`src/rtl/hcode_sched_pkg.sv`:
```
// Shared definitions for the host job sequencer.
// Holds the FSM state type, trailer status codes, header/trailer field
// positions, the length counter width and the trailer packing helper.
package hcode_sched_pkg;

  localparam int unsigned LEN_W  = 14;
  localparam int unsigned DATA_W = 32;

  typedef enum logic [2:0] {
    StIdle,
    StFeed,
    StCollect,
    StDrain,
    StTrail
  } state_e;

  localparam logic [7:0] ST_OK       = 8'd0;
  localparam logic [7:0] ST_BAD_DEST = 8'd1;
  localparam logic [7:0] ST_TIMEOUT  = 8'd2;

  // Header: {dest, in_len, out_len}
  localparam int unsigned HDR_DEST_MSB    = 31;
  localparam int unsigned HDR_DEST_LSB    = 28;
  localparam int unsigned HDR_IN_LEN_MSB  = 27;
  localparam int unsigned HDR_IN_LEN_LSB  = 14;
  localparam int unsigned HDR_OUT_LEN_MSB = 13;
  localparam int unsigned HDR_OUT_LEN_LSB = 0;

  // Trailer: {4'h0, dest, status, words_returned}
  localparam int unsigned TRL_DEST_MSB   = 27;
  localparam int unsigned TRL_DEST_LSB   = 24;
  localparam int unsigned TRL_STATUS_MSB = 23;
  localparam int unsigned TRL_STATUS_LSB = 16;
  localparam int unsigned TRL_COUNT_MSB  = 15;
  localparam int unsigned TRL_COUNT_LSB  = 0;

  function automatic logic [DATA_W-1:0] make_trailer(input logic [3:0]       dest,
                                                     input logic [7:0]       status,
                                                     input logic [LEN_W-1:0] count);
    // words_returned is 16 bits wide; the 14-bit count is zero-extended
    return {4'h0, dest, status, 2'b00, count};
  endfunction

endpackage

```
`src/rtl/hcode_job_sched_if.sv`:
```
// Host FIFO pair plus core-bank ap_fifo signals of the job sequencer.
//   Host side : in_dout/in_empty_n/in_read (input FIFO, show-ahead),
//               out_din/out_write/out_full_n (output FIFO).
//   Core side : ip_in_dout broadcast data, per-core ip_in_empty_n/ip_in_read,
//               per-core ip_out_din (32 bits per core)/ip_out_write/ip_out_full_n.
// Modports: slave = the sequencer, master = the surrounding FIFOs and cores.
interface hcode_job_sched_if #(
  parameter int unsigned N_IP = 2
) ();

  logic [31:0]        in_dout;
  logic               in_empty_n;
  logic               in_read;
  logic [31:0]        out_din;
  logic               out_write;
  logic               out_full_n;

  logic [31:0]        ip_in_dout;
  logic [N_IP-1:0]    ip_in_empty_n;
  logic [N_IP-1:0]    ip_in_read;
  logic [N_IP*32-1:0] ip_out_din;
  logic [N_IP-1:0]    ip_out_write;
  logic [N_IP-1:0]    ip_out_full_n;

  modport slave (
    input  in_dout, in_empty_n, out_full_n, ip_in_read, ip_out_din, ip_out_write,
    output in_read, out_din, out_write, ip_in_dout, ip_in_empty_n, ip_out_full_n
  );

  modport master (
    output in_dout, in_empty_n, out_full_n, ip_in_read, ip_out_din, ip_out_write,
    input  in_read, out_din, out_write, ip_in_dout, ip_in_empty_n, ip_out_full_n
  );

endinterface

```
`src/rtl/hcode_sched_mux.sv`:
```
// Core-bank steering for the job sequencer, purely combinational.
//   i_sel           : selected core index (may exceed N_IP-1; then nothing matches)
//   i_in_avail      : input-available flag to route to the selected core
//   i_out_space     : output-space flag to route to the selected core
//   i_ip_in_read    : per-core input pops
//   i_ip_out_din    : per-core result data, 32 bits per core
//   i_ip_out_write  : per-core result pushes
//   o_ip_in_empty_n : per-core input flags (only the selected core may see 1)
//   o_ip_out_full_n : per-core output flags (only the selected core may see 1)
//   o_sel_read      : pop request of the selected core
//   o_sel_write     : push request of the selected core
//   o_sel_din       : result data of the selected core
module hcode_sched_mux #(
  parameter int unsigned N_IP = 2
) (
  input  logic [3:0]         i_sel,
  input  logic               i_in_avail,
  input  logic               i_out_space,
  input  logic [N_IP-1:0]    i_ip_in_read,
  input  logic [N_IP*32-1:0] i_ip_out_din,
  input  logic [N_IP-1:0]    i_ip_out_write,
  output logic [N_IP-1:0]    o_ip_in_empty_n,
  output logic [N_IP-1:0]    o_ip_out_full_n,
  output logic               o_sel_read,
  output logic               o_sel_write,
  output logic [31:0]        o_sel_din
);

  // Selection and demux are kept in separate processes so the flag inputs
  // (which the top derives from o_sel_read/o_sel_write) form no comb loop.
  always_comb begin
    o_sel_read  = 1'b0;
    o_sel_write = 1'b0;
    o_sel_din   = '0;
    for (int k = 0; k < int'(N_IP); k++) begin
      if (i_sel == 4'(k)) begin
        o_sel_read  = i_ip_in_read[k];
        o_sel_write = i_ip_out_write[k];
        o_sel_din   = i_ip_out_din[32*k +: 32];
      end
    end
  end

  always_comb begin
    o_ip_in_empty_n = '0;
    o_ip_out_full_n = '0;
    for (int k = 0; k < int'(N_IP); k++) begin
      if (i_sel == 4'(k)) begin
        o_ip_in_empty_n[k] = i_in_avail;
        o_ip_out_full_n[k] = i_out_space;
      end
    end
  end

endmodule

```
`src/rtl/hcode_job_sched.sv`:
```
// Job sequencer sharing one 32-bit host stream pair between N_IP cores.
// Each job: header {dest, in_len, out_len}, in_len payload words passed
// through to core dest, out_len result words returned, then a trailer
// {4'h0, dest, status, words_returned}.
//   ap_clk, ap_rst_n : clock, asynchronous active-low reset
//   bus              : host FIFO pair and core-bank signals (slave side)
//   busy             : a job is in progress
//   job_count        : jobs completed (counted at trailer write), wraps
module hcode_job_sched
  import hcode_sched_pkg::*;
#(
  parameter int unsigned N_IP    = 2,
  parameter int unsigned TIMEOUT = 1048576
) (
  input  logic             ap_clk,
  input  logic             ap_rst_n,
  hcode_job_sched_if.slave bus,
  output logic             busy,
  output logic [15:0]      job_count
);

  localparam bit          TimeoutEn = (TIMEOUT != 0);
  localparam int unsigned StallW    = TimeoutEn ? $clog2(TIMEOUT + 1) : 1;
  localparam logic [StallW-1:0] StallLast = StallW'(TIMEOUT - 1);

  state_e             r_state, w_state_d;
  logic [3:0]         r_dest;
  logic [LEN_W-1:0]   r_in_len, r_out_len, r_in_cnt, r_out_cnt;
  logic [StallW-1:0]  r_stall;
  logic [7:0]         r_status, w_status_d;
  logic [15:0]        r_job_count;

  logic [3:0]         w_hdr_dest;
  logic [LEN_W-1:0]   w_hdr_in_len, w_hdr_out_len;
  logic               w_hdr_pop, w_pop, w_push, w_stall, w_stall_hit;
  logic               w_in_avail, w_out_space;
  logic               w_in_done, w_out_done, w_in_last, w_out_last;
  logic               w_sel_read, w_sel_write;
  logic [31:0]        w_sel_din;
  logic               w_in_read, w_out_write;
  logic [31:0]        w_out_din;

  assign w_hdr_dest    = bus.in_dout[HDR_DEST_MSB:HDR_DEST_LSB];
  assign w_hdr_in_len  = bus.in_dout[HDR_IN_LEN_MSB:HDR_IN_LEN_LSB];
  assign w_hdr_out_len = bus.in_dout[HDR_OUT_LEN_MSB:HDR_OUT_LEN_LSB];

  assign w_in_done  = (r_in_cnt == r_in_len);
  assign w_out_done = (r_out_cnt == r_out_len);
  assign w_in_last  = ((r_in_cnt + LEN_W'(1)) == r_in_len);
  assign w_out_last = ((r_out_cnt + LEN_W'(1)) == r_out_len);

  assign w_stall_hit = TimeoutEn && w_stall && (r_stall == StallLast);

  hcode_sched_mux #(
    .N_IP (N_IP)
  ) u_mux (
    .i_sel           (r_dest),
    .i_in_avail      (w_in_avail),
    .i_out_space     (w_out_space),
    .i_ip_in_read    (bus.ip_in_read),
    .i_ip_out_din    (bus.ip_out_din),
    .i_ip_out_write  (bus.ip_out_write),
    .o_ip_in_empty_n (bus.ip_in_empty_n),
    .o_ip_out_full_n (bus.ip_out_full_n),
    .o_sel_read      (w_sel_read),
    .o_sel_write     (w_sel_write),
    .o_sel_din       (w_sel_din)
  );

  // State register
  always_ff @(posedge ap_clk or negedge ap_rst_n) begin
    if (!ap_rst_n) begin
      r_state <= StIdle;
    end else begin
      r_state <= w_state_d;
    end
  end

  // Next-state logic
  always_comb begin
    w_state_d  = r_state;
    w_status_d = r_status;
    unique case (r_state)
      StIdle: begin
        if (w_hdr_pop) begin
          if (32'(w_hdr_dest) >= N_IP) begin
            w_state_d  = StDrain;
            w_status_d = ST_BAD_DEST;
          end else begin
            w_state_d  = (w_hdr_in_len == '0) ? StCollect : StFeed;
            w_status_d = ST_OK;
          end
        end
      end
      StFeed: begin
        if (w_pop && w_in_last) begin
          w_state_d = (r_out_len == '0) ? StTrail : StCollect;
        end else if (w_stall_hit) begin
          w_state_d  = StDrain;
          w_status_d = ST_TIMEOUT;
        end
      end
      StCollect: begin
        if (w_out_done || (w_push && w_out_last)) begin
          w_state_d = StTrail;
        end else if (w_stall_hit) begin
          w_state_d  = StTrail;
          w_status_d = ST_TIMEOUT;
        end
      end
      StDrain: begin
        if (w_in_done || (w_pop && w_in_last)) begin
          w_state_d = StTrail;
        end
      end
      StTrail: begin
        if (bus.out_full_n) begin
          w_state_d = StIdle;
        end
      end
      default: w_state_d = StIdle;
    endcase
  end

  // Output and handshake logic
  always_comb begin
    w_hdr_pop   = 1'b0;
    w_pop       = 1'b0;
    w_push      = 1'b0;
    w_stall     = 1'b0;
    w_in_avail  = 1'b0;
    w_out_space = 1'b0;
    w_in_read   = 1'b0;
    w_out_write = 1'b0;
    w_out_din   = '0;
    unique case (r_state)
      StIdle: begin
        // Reset gating keeps in_read low while ap_rst_n is asserted
        w_in_read = ap_rst_n & bus.in_empty_n;
        w_hdr_pop = w_in_read;
      end
      StFeed: begin
        w_in_avail = bus.in_empty_n;
        w_pop      = w_sel_read & bus.in_empty_n;
        w_in_read  = w_pop;
        w_stall    = bus.in_empty_n & ~w_sel_read;
      end
      StCollect: begin
        w_out_din = w_sel_din;
        // out_len == 0 reaches here with nothing to collect
        if (!w_out_done) begin
          w_out_space = bus.out_full_n;
          w_push      = w_sel_write & bus.out_full_n;
          w_out_write = w_push;
          w_stall     = bus.out_full_n & ~w_sel_write;
        end
      end
      StDrain: begin
        if (!w_in_done) begin
          w_in_read = bus.in_empty_n;
          w_pop     = w_in_read;
        end
      end
      StTrail: begin
        w_out_din   = make_trailer(r_dest, r_status, r_out_cnt);
        w_out_write = bus.out_full_n;
      end
      default: ;
    endcase
  end

  // Job datapath: header fields, word counters, watchdog, job counter
  always_ff @(posedge ap_clk or negedge ap_rst_n) begin
    if (!ap_rst_n) begin
      r_dest      <= '0;
      r_in_len    <= '0;
      r_out_len   <= '0;
      r_in_cnt    <= '0;
      r_out_cnt   <= '0;
      r_stall     <= '0;
      r_status    <= ST_OK;
      r_job_count <= '0;
    end else begin
      r_status <= w_status_d;
      if (w_hdr_pop) begin
        r_dest    <= w_hdr_dest;
        r_in_len  <= w_hdr_in_len;
        r_out_len <= w_hdr_out_len;
        r_in_cnt  <= '0;
        r_out_cnt <= '0;
      end else begin
        if (w_pop) begin
          r_in_cnt <= r_in_cnt + LEN_W'(1);
        end
        if (w_push) begin
          r_out_cnt <= r_out_cnt + LEN_W'(1);
        end
      end
      // Only core-attributable stalls count; any transfer or state change clears
      if (!w_stall || (w_state_d != r_state)) begin
        r_stall <= '0;
      end else begin
        r_stall <= r_stall + StallW'(1);
      end
      if ((r_state == StTrail) && bus.out_full_n) begin
        r_job_count <= r_job_count + 16'd1;
      end
    end
  end

  assign bus.in_read   = w_in_read;
  assign bus.out_write = w_out_write;
  assign bus.out_din   = w_out_din;
  // Broadcast data follows the host head word; forced to 0 while in reset
  assign bus.ip_in_dout = ap_rst_n ? bus.in_dout : 32'h0;

  assign busy      = (r_state != StIdle);
  assign job_count = r_job_count;

endmodule

```
`src/flat_wrapper.sv`:
```
// flat-port wrapper written by rule: the top's interface ports become plain ports
module hcode_job_sched_flat import hcode_sched_pkg::*;
#(
  parameter int unsigned N_IP    = 2,
  parameter int unsigned TIMEOUT = 1048576
)
  (ap_clk, ap_rst_n, busy, job_count, bus_in_dout, bus_in_empty_n, bus_out_full_n, bus_ip_in_read, bus_ip_out_din, bus_ip_out_write, bus_in_read, bus_out_din, bus_out_write, bus_ip_in_dout, bus_ip_in_empty_n, bus_ip_out_full_n);
  hcode_job_sched_if #(.N_IP(N_IP)) bus_i ();
  input  logic ap_clk;
  input  logic ap_rst_n;
  output logic busy;
  output logic [15:0] job_count;
  input wire logic [$bits(bus_i.in_dout)-1:0] bus_in_dout;
  input wire logic [$bits(bus_i.in_empty_n)-1:0] bus_in_empty_n;
  input wire logic [$bits(bus_i.out_full_n)-1:0] bus_out_full_n;
  input wire logic [$bits(bus_i.ip_in_read)-1:0] bus_ip_in_read;
  input wire logic [$bits(bus_i.ip_out_din)-1:0] bus_ip_out_din;
  input wire logic [$bits(bus_i.ip_out_write)-1:0] bus_ip_out_write;
  output wire logic [$bits(bus_i.in_read)-1:0] bus_in_read;
  output wire logic [$bits(bus_i.out_din)-1:0] bus_out_din;
  output wire logic [$bits(bus_i.out_write)-1:0] bus_out_write;
  output wire logic [$bits(bus_i.ip_in_dout)-1:0] bus_ip_in_dout;
  output wire logic [$bits(bus_i.ip_in_empty_n)-1:0] bus_ip_in_empty_n;
  output wire logic [$bits(bus_i.ip_out_full_n)-1:0] bus_ip_out_full_n;
  assign bus_i.in_dout = bus_in_dout;
  assign bus_i.in_empty_n = bus_in_empty_n;
  assign bus_i.out_full_n = bus_out_full_n;
  assign bus_i.ip_in_read = bus_ip_in_read;
  assign bus_i.ip_out_din = bus_ip_out_din;
  assign bus_i.ip_out_write = bus_ip_out_write;
  assign bus_in_read = bus_i.in_read;
  assign bus_out_din = bus_i.out_din;
  assign bus_out_write = bus_i.out_write;
  assign bus_ip_in_dout = bus_i.ip_in_dout;
  assign bus_ip_in_empty_n = bus_i.ip_in_empty_n;
  assign bus_ip_out_full_n = bus_i.ip_out_full_n;
  hcode_job_sched #(.N_IP(N_IP), .TIMEOUT(TIMEOUT)) u_core (.ap_clk(ap_clk), .ap_rst_n(ap_rst_n), .bus(bus_i), .busy(busy), .job_count(job_count));
endmodule
```
`config.mk`:
```
export PLATFORM = sky130hd
export DESIGN_NAME = hcode_job_sched_flat
export DESIGN_NICKNAME = d
export VERILOG_FILES = /design/src/rtl/hcode_sched_pkg.sv /design/src/rtl/hcode_job_sched_if.sv /design/src/rtl/hcode_sched_mux.sv /design/src/rtl/hcode_job_sched.sv /design/src/flat_wrapper.sv
export SDC_FILE = /design/constraint.sdc
export NUM_CORES = 1
export LEC_CHECK = 0
export CAP_MARGIN = 20
export CORE_MARGIN = 5
export CORE_UTILIZATION = 44
export DETAILED_ROUTE_END_ITERATION = 10
export PLACE_DENSITY = 0.78
export SYNTH_ARGS = -nofsm -noshare
export SYNTH_HDL_FRONTEND = slang
export SYNTH_SLANG_ARGS = --single-unit
```
`constraint.sdc`:
```
create_clock -name ap_clk -period 2.7 [get_ports ap_clk]
set_input_delay 0.675 -clock ap_clk [delete_from_list [all_inputs] [get_ports ap_clk]]
set_output_delay 0.675 -clock ap_clk [all_outputs]
set_load 0.05 [all_outputs]
```
==> results of run 1 <==
timing repair:
action,4_1_cts,5_1_grt
cloned,0,1
buffers inserted,10,21
pin swaps,14,31
gates resized for setup,27,64
endpoints found under the setup margin,7,39
per-layer routing:
metal	vias up	share of wire [%]	global-route usage (%)
li1	3218	-	-
met5	-	0	0
met3	63	9.6	6.31
met4	0	2.6	5.94
met1	3306	40	29.6
met2	371	48	38.8
cell families after synthesis:
kind of cell	after synthesis	share of synthesized area [%]
and+or+nand+nor	428	31.9
DFF	102	38.1
xor gates and xnor gates	96	12.7
AOI/OAI and AO/OA	73	7.23
buffers and inverters	57	3.96
muxes	36	5.41
adders and majority gates	4	0.747
power by group:
part / total [mW] / leakage, nW / switching [mW] / internal (mW)
sequential: 2.23 / 1.35 / 0.408 / 1.82
combinational: 3.27 / 2.97 / 1.70 / 1.57
clock: 1.41 / 0.152 / 0.594 / 0.815
per-stage QoR:
step / setup slack (ns) / hold slack [ns] / setup TNS, ns / cells / util [%]
finish: -0.128 / 0.152 / -0.445 / 1237 / 71.4
global route: -0.201 / 0.150 / -2.32 / 1237 / 71.4
CTS: -0.260 / 0.156 / -1.01 / 1216 / 68.5
detailed placement: -0.178 / 0.466 / -2.67 / 1190 / 65.2
global placement: -0.158 / 0.461 / -1.09 / 1190 / 65.2
floorplan: -0.346 / 0.379 / -5.76 / 796 / -
worst reg2reg max path: stages (launching register included):
cell,delay (ns)
dfrtp_2,0.42
xor2_1,0.17
or4_4,0.55
nor4_4,0.14
buf_4,0.18
buf_6,0.13
nor2_4,0.04
nand3b_1,0.14
nor2_2,0.07
o31a_1,0.38
buf_12,0.19
a221o_1,0.26
worst max-delay path by stage:
stage | startpoint | end | slack (ns) | cells after the start
4_1_cts | u_core.r_out_cnt[2] | bus_ip_out_full_n[0] | -0.26 | 7
2_1_floorplan | u_core.r_state[1] | bus_out_din[11] | -0.35 | 5
3_5_place_dp | bus_ip_in_read[0] | u_core.r_stall[20] | -0.18 | 9
3_3_place_gp | bus_ip_in_read[1] | bus_in_read | -0.16 | 7
5_1_grt | u_core.r_out_cnt[9] | bus_out_write | -0.20 | 8
6_report | u_core.r_out_cnt[2] | bus_out_write | -0.13 | 8
synthesized netlist by cell type, types with 3 or more instances:
cell type  count  area, um2
nand2_1      161        604
dfrtp_1      102       2550
nor2_1        85        319
xnor2_1       60        526
and2_1        36        225
xor2_1        35        307
mux2i_1       34        340
o21ai_0       30        150
nand3_1       28        140
clkbuf_1      24       90.1
nand4_1       24        150
nor3_1        20        100
nor4_1        17        106
buf_2         12       60.1
inv_1          9       33.8
nor4_2         9        113
a21oi_1        6       30.0
buf_1          6       22.5
nand2b_1       6       37.5
nor3b_1        6       45.0
or2_2          6       37.5
and3_1         5       31.3
o211ai_1       5       37.5
or4_1          5       37.5
a31oi_1        4       25.0
ha_1           4       50.1
a21o_1         3       22.5
and4_1         3       26.3
buf_4          3       22.5
nor2b_1        3       18.8
o22ai_1        3       18.8
o31a_1         3       26.3
o31ai_1        3       22.5
state kept, by name, summed over array words and instances (netlist names):
signal	flops
u_core.r_state	3
u_core.r_out_len	14
u_core.r_dest	4
u_core.r_out_cnt	14
u_core.r_status	2
u_core.r_in_cnt	14
u_core.r_stall	21
u_core.job_count	16
u_core.r_in_len	14
final cells by class:
class / count / share of cell area [%]
multi-input cells: 637 / 39.4
well taps: 188 / 2.18
repair buffers: 285 / 31.3
flip-flops and latches: 102 / 23.8
clock inverters: 7 / 0.906
inverters: 9 / 0.314
clock buffers: 9 / 2.09
==> out/results.tsv, run 1 <==
metric	value	unit
Placer Congestion	0.938	
Seq/Total Area, Yosys	38.1	%
clk_lat worst skew	0.36	ns
total number of yosys warnings	0	
unrepaired setup endpoints after global routing	yes	
Post-synth EDFFs	0	
Max H-tree Level	3	
period utilisation layout	105	%
antenna cells	0	
WP data arrival	2.15	ns
clock skew	0.00914	ns
Fin. Hold Viols	0	
worst r2r src	u_core.r_out_cnt[2]	
WP data required	2.03	ns
Routed Antenna Nets	0	
CP Launch Type	register	
vias per inst	5.62	
Buf+Inv Stages, Crit Path	2	
Vias	6958	
GRT Total Usage	23.1	%
Netlist Area Pre-Place	0.00670	mm2
flop-to-flop setup slack	-0.06	ns
largest net degree at the start of global routing	56	
NumNets Final	1152	
Starting Density	44.4	%
DRC Markers	0	
port bufs	190	
final wirelength	21700	um
first-pass GRT wire length	34000	um
Die Wd	133	um
ys async rst share	100	%
worst ir drop on vdd	468	uV
Post-DP Area	0.00984	mm2
critical path's largest stage delay	0.55	ns
post-DP HPWL	15500	um
TritonCTS clock tree	done	
MaxCap Viol Count	0	
Avg WL per Cell	17.5	um
Synth Area per Inst	8.42	um2
Final Cell Area	0.0108	mm2
# IOs	191	
Finish-stage setup viols	7	
Rows	45	
CTS sink cnt	102	
R2R cell count	11	
leakage	4.48	nW
PD cells	641	mW/mm2
Root Driver	clkbuf_16	
CP Class	reg -> out	
flops & latches, synth	102	
share of cells above drive strength 1	25.5	%
worst-margin pin slew	0.577	ns
FF+latch area	0.00256	mm2
Fill cells	1090	
Top Family by Delay on Critical Path	simple AND/OR/NAND/NOR gates	
Crit. End Element	output port	
fmax	354	MHz
Synth cell types	65	
Slew Limit Fails	0	
initial antenna violation count	0	
core area	0.0151	mm2
synth-to-layout area growth	60.7	%
min cycle time layout	2.83	ns
Tightest Hold Check Type	in -> async	
Critical Path, Cell by Cell	xor2_1, or4_4, nor4_4, buf_4, nor2_4, nand3_2, nand2_2, buf_12	
# hold bufs at CTS	0	
Synth Instances	796	
commonest cells after routing, fill and taps aside	nand2_1 (158), clkdlybuf4s50_1 (116), dfrtp_1 (93)	
syn nets	904	
leading cell type in the layout, fill and taps excluded	nand2_1	
Slew HR	61.5	%
Num CTS Buffers	9	
1st-pass router iterations	5	
DR iter-0 viols	521	
Primary FF master, synth	dfrtp_1	
maximum root-to-sink buffer count	2	
total power	6.91	mW
Crit-path slowest cell	or4_4	
r2r endpoint	u_core.r_state[2]	
failing checks	setup timing	
run status	finished, violations left	
final worst slack	-0.128	ns
vias in the first global route	6819	
GRT Residual Overflow	0	
CP max FO	3	
multi-input combinational cell area	0.00425	mm2
Die H	133	um
clock-pin slew on the worst setup and hold paths	0.07	ns
die area	0.0178	mm2
No activity file was read; power rests on OpenSTA's default activity.
==> run 2: changes to the inputs <==
--- a/config.mk
+++ b/config.mk
@@ -8,6 +8,7 @@
 export CAP_MARGIN = 20
 export CORE_MARGIN = 5
 export CORE_UTILIZATION = 44
+export CTS_BUF_LIST = sky130_fd_sc_hd__clkbuf_8 sky130_fd_sc_hd__clkbuf_16
 export DETAILED_ROUTE_END_ITERATION = 10
 export PLACE_DENSITY = 0.78
 export SYNTH_ARGS = -nofsm -noshare
==> results of run 2 <==
The final DEF is identical to that of run 1; final timing and power are the same.
